File: config.mk
export PLATFORM = sky130hd
export DESIGN_NAME = mem_access_unit
export DESIGN_NICKNAME = d
export VERILOG_FILES = /design/src/rtl/mem_access_unit_pkg.sv /design/src/rtl/mem_lane_align.sv /design/src/rtl/mem_access_unit.sv
export SDC_FILE = /design/constraint.sdc
export NUM_CORES = 1
export LEC_CHECK = 0
export BUFFER_PORTS_ARGS = -buffer_cell sky130_fd_sc_hd__buf_4
export CORE_ASPECT_RATIO = 1.25
export CORE_MARGIN = 2
export CORE_UTILIZATION = 50
export DETAILED_ROUTE_END_ITERATION = 10
export HOLD_SLACK_MARGIN = 0.08
export MAX_ROUTING_LAYER = met4
export PLACE_DENSITY = 0.79
export SYNTH_ARGS = -nofsm -noshare
export SYNTH_HDL_FRONTEND = slang
export SYNTH_SLANG_ARGS = --single-unit
File: constraint.sdc
create_clock -name clk -period 3.6 [get_ports clk]
set_clock_uncertainty 0.2 [all_clocks]
set_input_delay 0.54 -clock clk [delete_from_list [all_inputs] [get_ports clk]]
set_output_delay 0.54 -clock clk [all_outputs]
set_load 0.05 [all_outputs]
File: src/rtl/mem_access_unit_pkg.sv
// Shared size codes, FSM state encoding and alignment helper for the memory access unit.
package mem_access_unit_pkg;

  // Access size codes; 2'b11 is treated as a word everywhere.
  localparam logic [1:0] MEM_B = 2'b00;
  localparam logic [1:0] MEM_H = 2'b01;
  localparam logic [1:0] MEM_W = 2'b10;

  typedef enum logic [1:0] {
    ST_IDLE = 2'd0,
    ST_BUSY = 2'd1,
    ST_RESP = 2'd2
  } state_e;

  // Halves need an even address, words (and 2'b11) need a 4-byte aligned address.
  function automatic logic is_aligned(input logic [1:0] size, input logic [1:0] lo);
    logic ok;
    unique case (size)
      MEM_B:   ok = 1'b1;
      MEM_H:   ok = ~lo[0];
      default: ok = (lo == 2'b00);
    endcase
    return ok;
  endfunction

endpackage

File: src/rtl/mem_lane_align.sv
// Combinational byte-lane steering for stores and lane extraction/extension for loads.
module mem_lane_align
  import mem_access_unit_pkg::*;
(
  input  logic [1:0]  size_i,
  input  logic [1:0]  lane_i,
  input  logic [31:0] wdata_i,
  input  logic [31:0] rdata_i,
  input  logic        load_signed_i,
  output logic [3:0]  be_o,
  output logic [31:0] wdata_o,
  output logic [31:0] load_data_o
);

  logic [7:0]  byte_sel;
  logic [15:0] half_sel;

  assign byte_sel = rdata_i[{lane_i, 3'b000} +: 8];
  assign half_sel = lane_i[1] ? rdata_i[31:16] : rdata_i[15:0];

  // Decode size into byte enables, replicated store data and extended load data.
  always_comb begin
    be_o        = 4'b0000;
    wdata_o     = 32'h0;
    load_data_o = 32'h0;
    unique case (size_i)
      MEM_B: begin
        be_o        = 4'b0001 << lane_i;
        wdata_o     = {4{wdata_i[7:0]}};
        load_data_o = {{24{load_signed_i & byte_sel[7]}}, byte_sel};
      end
      MEM_H: begin
        be_o        = lane_i[1] ? 4'b1100 : 4'b0011;
        wdata_o     = {2{wdata_i[15:0]}};
        load_data_o = {{16{load_signed_i & half_sel[15]}}, half_sel};
      end
      default: begin
        be_o        = 4'b1111;
        wdata_o     = wdata_i;
        load_data_o = rdata_i;
      end
    endcase
  end

endmodule

File: src/rtl/mem_access_unit.sv
// Data-memory stage: turns load/store requests into a req/ack bus transaction with
// alignment checking, ack timeout and a one-cycle completion pulse.
module mem_access_unit
  import mem_access_unit_pkg::*;
#(
  parameter int unsigned TIMEOUT = 255
) (
  input  logic        clk,
  input  logic        rst_n,
  input  logic        mem_read,
  input  logic        mem_write,
  input  logic [1:0]  size,
  input  logic        load_signed,
  input  logic [31:0] addr,
  input  logic [31:0] wdata,
  output logic        stall,
  output logic [31:0] rdata,
  output logic        done,
  output logic        err_misalign,
  output logic        err_timeout,
  output logic        bus_req,
  output logic        bus_we,
  output logic [31:0] bus_addr,
  output logic [3:0]  bus_be,
  output logic [31:0] bus_wdata,
  input  logic [31:0] bus_rdata,
  input  logic        bus_ack
);

  localparam logic [15:0] TimeoutLast = 16'(TIMEOUT - 1);

  state_e      state_q, state_d;
  logic [15:0] cnt_q, cnt_d;
  logic        req_q, req_d;
  logic        we_q, we_d;
  logic [31:0] addr_q, addr_d;
  logic [3:0]  be_q, be_d;
  logic [31:0] wdata_q, wdata_d;
  logic [1:0]  size_q, size_d;
  logic [1:0]  lane_q, lane_d;
  logic        signed_q, signed_d;
  logic [31:0] rdata_q, rdata_d;
  logic        done_q, done_d;
  logic        mis_q, mis_d;
  logic        to_q, to_d;

  logic        req_in;
  logic [1:0]  al_size;
  logic [1:0]  al_lane;
  logic        al_signed;
  logic [3:0]  al_be;
  logic [31:0] al_wdata;
  logic [31:0] al_load;

  assign req_in = mem_read | mem_write;

  // In IDLE the aligner steers the incoming request; in BUSY it extracts the captured lane.
  assign al_size   = (state_q == ST_IDLE) ? size        : size_q;
  assign al_lane   = (state_q == ST_IDLE) ? addr[1:0]   : lane_q;
  assign al_signed = (state_q == ST_IDLE) ? load_signed : signed_q;

  mem_lane_align u_lane_align (
    .size_i        (al_size),
    .lane_i        (al_lane),
    .wdata_i       (wdata),
    .rdata_i       (bus_rdata),
    .load_signed_i (al_signed),
    .be_o          (al_be),
    .wdata_o       (al_wdata),
    .load_data_o   (al_load)
  );

  // Next-state logic: FSM, bus register loading and timeout counter.
  always_comb begin
    state_d  = state_q;
    cnt_d    = cnt_q;
    req_d    = req_q;
    we_d     = we_q;
    addr_d   = addr_q;
    be_d     = be_q;
    wdata_d  = wdata_q;
    size_d   = size_q;
    lane_d   = lane_q;
    signed_d = signed_q;
    rdata_d  = rdata_q;
    done_d   = 1'b0;
    mis_d    = 1'b0;
    to_d     = 1'b0;
    unique case (state_q)
      ST_IDLE: begin
        if (req_in) begin
          if (!is_aligned(size, addr[1:0])) begin
            state_d = ST_RESP;
            done_d  = 1'b1;
            mis_d   = 1'b1;
            rdata_d = 32'h0;
          end else begin
            state_d  = ST_BUSY;
            req_d    = 1'b1;
            we_d     = mem_write;
            addr_d   = {addr[31:2], 2'b00};
            be_d     = al_be;
            wdata_d  = al_wdata;
            size_d   = size;
            lane_d   = addr[1:0];
            signed_d = load_signed;
            cnt_d    = 16'h0;
          end
        end
      end
      ST_BUSY: begin
        if (bus_ack || (cnt_q == TimeoutLast)) begin
          // Ack wins over a coincident timeout.
          state_d = ST_RESP;
          done_d  = 1'b1;
          to_d    = ~bus_ack;
          rdata_d = (bus_ack && !we_q) ? al_load : 32'h0;
          req_d   = 1'b0;
          we_d    = 1'b0;
          addr_d  = 32'h0;
          be_d    = 4'b0000;
          wdata_d = 32'h0;
        end else begin
          cnt_d = cnt_q + 16'd1;
        end
      end
      ST_RESP: state_d = ST_IDLE;
      default: state_d = ST_IDLE;
    endcase
  end

  // State registers; reset abandons any outstanding transaction immediately.
  always_ff @(posedge clk or negedge rst_n) begin
    if (!rst_n) begin
      state_q  <= ST_IDLE;
      cnt_q    <= 16'h0;
      req_q    <= 1'b0;
      we_q     <= 1'b0;
      addr_q   <= 32'h0;
      be_q     <= 4'b0000;
      wdata_q  <= 32'h0;
      size_q   <= MEM_B;
      lane_q   <= 2'b00;
      signed_q <= 1'b0;
      rdata_q  <= 32'h0;
      done_q   <= 1'b0;
      mis_q    <= 1'b0;
      to_q     <= 1'b0;
    end else begin
      state_q  <= state_d;
      cnt_q    <= cnt_d;
      req_q    <= req_d;
      we_q     <= we_d;
      addr_q   <= addr_d;
      be_q     <= be_d;
      wdata_q  <= wdata_d;
      size_q   <= size_d;
      lane_q   <= lane_d;
      signed_q <= signed_d;
      rdata_q  <= rdata_d;
      done_q   <= done_d;
      mis_q    <= mis_d;
      to_q     <= to_d;
    end
  end

  // Stall is gated by reset so it drops the instant reset asserts.
  assign stall = rst_n & (((state_q == ST_IDLE) & req_in) | (state_q == ST_BUSY));

  assign rdata        = rdata_q;
  assign done         = done_q;
  assign err_misalign = mis_q;
  assign err_timeout  = to_q;
  assign bus_req      = req_q;
  assign bus_we       = we_q;
  assign bus_addr     = addr_q;
  assign bus_be       = be_q;
  assign bus_wdata    = wdata_q;

endmodule

==> reports/metrics.sh <==
YOSYSSEQAREASHARE_PCT=50.4
PATH_CLK_SLEW_NS=0.06
SYN-INSTANCE-COUNT=577
SYNTHESIS.AREA_PER_INSTANCE_UM2=10.8
SETUP_TNS_NS=0
MUX_CELL_AREA_SHARE_AFTER_SYNTHESIS_PCT=5.38
PRE_ANTENNA_DRT_ITERS=5
NET-SWITCHING-POWER_uW=4470
GRT_SETUP_UNREPAIRED='false'
P_SEQ_SHARE_PCT=26.8
DR_TOTAL_VIAS=5598
TIMING.FINAL.HOLD_VIOLATIONS=0
SYN_AREA_MM2=0.00625
OUTCOME='completed'
FINISH.NET_COUNT=875
CLK_SINKS=126
MAX_CLOCK_FREQ_GHz=0.346
FILLERS=919
VIA_COUNT_OF_THE_FIRST_GLOBAL_ROUTING_PASS=5774
WORST_PIN_SLEW_NS=1.03
COMB_POWER_SHARE_PCT=55.3
SLEW_HEADROOM_PCT=31.5
POST-PLACE-CELLS=913
FF2FF_SETUP_SLACK_NS=0.71
MAX_CAPACITANCE_VIOLATION_COUNT=0
NETLIST_TOP_CELLS_AREA='dfrtp_1, a22o_1, o211ai_2'
DIE_HEIGHT_UM=129
NUM_ANTENNA_CELLS=0
GRT.TOTAL_USAGE_PCT=28.9
WORSTSKEWPAIRLATENCY_NS=0.41
FINAL_LAYOUT_SIZE_SUFFIX_GT1_SHARE_PCT=38.0
SYNTH-COMPOUND-AREA-SHARE_PCT=27.2
DRC_ERRORS=0
FP.COREAREA_MM2=0.0122
POWER.CLOCK.FRACTION_PCT=17.9
GLOBAL_ROUTE_WIRE_LENGTH_BEFORE_REPAIR_UM=29800
INITIAL_UTILIZATION_PCT=51.4
SYNTH_TOP_FLOP_CELL='dfrtp_1'
DIE_WIDTH_UM=104
FRACTION_OF_POST_SYNTHESIS_CELL_AREA_IN_THE_TOP_CELL_TYPE_BY_AREA_PCT=50.4
GRT_MAX_DEGREE=84
CRITPATHLAUNCHTYPE='flop'
HIGHEST_COUNT_CELLS_IN_THE_LAYOUT_IGNORING_FILL_AND_TAPS='buf_4, dfrtp_1, nand2_1'
ROUTABILITYCONGESTION=0.931
LEADING_CELL_TYPE_IN_THE_LAYOUT_FILL_AND_TAPS_EXCLUDED='buf_4'
DESIGN.DIE.AREA_MM2=0.0134
DATA_REQUIRED_TIME_AT_THE_WORST_ENDPOINT_NS=3.70
SYNTH-EDFF-COUNT=0
PERIOD_SHARE_PCT=80.2
AREA_TAKEN_BY_MULTI_INPUT_LOGIC_GATES_MM2=0.00285
FINALNONFILLERCELLS=946
CLK_BUF_DEPTH=2
FIN_CRIT_NS=2.89
ANTENNA_FOUND_INITIAL=0
LAYOUT-AREA-OVERHEAD-VS-SYNTH_PCT=35.3
YOSYS.CELL_TYPES.COUNT=61
IR_DROP_uV=711
SWITCHING_SHARE_PCT=50.2
POST_DRT_WL_PER_CELL_UM=19.6
PLACEMENT_ROWS=45
CELLPOWERDENSITY_mW_PER_MM2=1050
SYNTH_ADDER_AREA_SHARE_PCT=0.400
DRT_WL_TOTAL_UM=18500
CLOCK_TREE.HTREE_LEVEL_COUNT=4
DRT-INITIAL-DRC-COUNT=339
CRITICAL_PATH_PEAK_FANOUT=68
CTS_INSERTED_BUFFERS=17
YS_ASYNC_SR_FRACTION_PCT=100
YS_SEQ_ELEMENTS=126
CRIT_TYPE='reg -> reg'
YS.WARNINGS.COUNT=0
CLOCK_TREE.ROOT_CELL='clkbuf_16'
DP.FINAL_HPWL_UM=13200
GLOBAL_ROUTE_OVERFLOW=0
CELLINTERNALPOWER_uW=4430
HOLD_CRIT_CLASS='in -> reg'
POST_DR_VIAS_CELL=5.92
CRIT_PATH_END_KIND='flop'
CTS_REPAIR_RESIZE_COUNT=0
TRITONCTS='yes'
SLEW_VIOL_FINAL=0
CELLLEAKAGEPOWER_uW=0.00410
CRITICAL_PATH_ARRIVAL_NS=2.98
SYNTHDOMINANTAREACELLTYPE='dfrtp_1'
ROUTE.ANTENNA.REMAINING_NETS=0
PLACE.PORT_BUFFERS=207
TIMING.FINAL.SETUP_VIOLATIONS=0
XOR_AND_XNOR_FRACTION_OF_THE_MAPPED_NETLIST_AREA_PCT=1.82
IOPINCOUNT=210
SEQUENTIAL_CELL_AREA_MM2=0.00315
SYNTH_TOP_FAMILY_BY_AREA='compound AO/OA/AOI/OAI gates'
SYNTHESIZED_AREA_FRACTION_OCCUPIED_BY_AND_OR_NAND_NOR_CELLS_PCT=10.1
state kept, by name, summed over array words and instances (netlist names), 2 cells and up:
register	cells
state_q	2
lane_q	2
rdata	32
cnt_q	16
bus_addr	30
bus_be	4
size_q	2
bus_wdata	32
critical path: stages (launching register included):
cell and delay [ns]:
dfrtp_1 0.44, nor4_2 0.33, and4_1 0.45, a21oi_2 0.11, or3_2 0.47, buf_4 0.34
mux2_4 0.38
Yosys cell counts (2+ instances only):
cell,n
clkbuf_1,30
nand3_1,10
xor2_1,8
and2_1,3
o221ai_1,8
buf_2,8
inv_1,12
o21ai_2,2
o2bb2ai_1,25
o21a_1,18
a31oi_1,2
or3b_1,2
buf_4,5
a32oi_1,7
ha_1,2
o211ai_2,20
o21ai_0,29
mux2i_1,22
nor3b_1,2
a21o_1,4
dfrtp_1,126
a21oi_1,19
nand4_1,8
a22oi_1,8
and3_1,4
nand2_1,54
o22ai_1,9
buf_6,4
nor2_1,23
o211ai_1,12
nand2b_1,2
xnor2_1,5
nor3_1,8
a22o_1,39
mux2_2,9
nor4_1,2
and4_1,2
metal layers:
metal  up-vias  wire (um)  global-route usage, %
met2       300       8820                   44.2
met3        52       1480                   7.09
met4         0        680                   13.4
li1       2549          -                      -
met1      2697       7530                   36.5
met5         -          0                      -
cell families after synthesis:
family | count (synthesis)
adders and majority gates | 2
other | 1
AOI/OAI and AO/OA | 213
xor gates and xnor gates | 13
buffers and inverters | 60
DFF | 126
and+or+nand+nor | 130
muxes | 32
power groups by stage:
stage | Sequential, uW | Combinational (uW) | Clock [uW]
2_1_floorplan | 4060 | 1810 | 0
3_3_place_gp | 2370 | 4860 | 0
3_5_place_dp | 2380 | 4950 | 0
4_1_cts | 2390 | 4940 | 1620
5_1_grt | 2450 | 5210 | 1680
6_report | 2390 | 4930 | 1590
stage by stage:
step	hold WS [ns]	setup slack [ns]	total power, uW	utilization [%]	instance area, um2
final	0.148	0.713	8910	69.6	8460
after global routing	0.139	0.562	9350	69.6	8460
after CTS	0.133	0.726	8950	69.6	8460
after detailed placement	0.273	0.735	7330	64.9	7900
after global placement	0.265	0.840	7230	64.9	7900
after floorplan	0.0444	0.999	5870	-	6250
final timing paths:
check / from / endpoint / cells after the start
worst min register to register: bus_wdata[27]$_DFFE_PN0P_ / bus_wdata[27]$_DFFE_PN0P_ / 1
worst min-delay path: addr[17] / bus_addr[17]$_DFFE_PN0P_ / 2
worst max-delay path: cnt_q[11]$_DFFE_PN0P_ / bus_wdata[31]$_DFFE_PN0P_ / 6
worst max register to register: cnt_q[11]$_DFFE_PN0P_ / bus_wdata[31]$_DFFE_PN0P_ / 6
min in group asynchronous: rst_n / cnt_q[8]$_DFFE_PN0P_ / 3
max in group asynchronous: rst_n / signed_q$_DFFE_PN0P_ / 3
timing repair:
action                    CTS  global route
hold buffers                1             0
hold endpoints to repair   43             0
setup buffers               0             0
layout make-up:
cell class              instances  share of cell area (%)
repair buffers                220                    19.6
multi-input cells             392                    33.7
well taps                     164                    2.43
inverters                      12                   0.532
clock inverters                15                    1.49
flip-flops and latches        126                    37.3
clock buffers                  17                    5.03
Note: power is estimated with default switching activity, not from simulation.
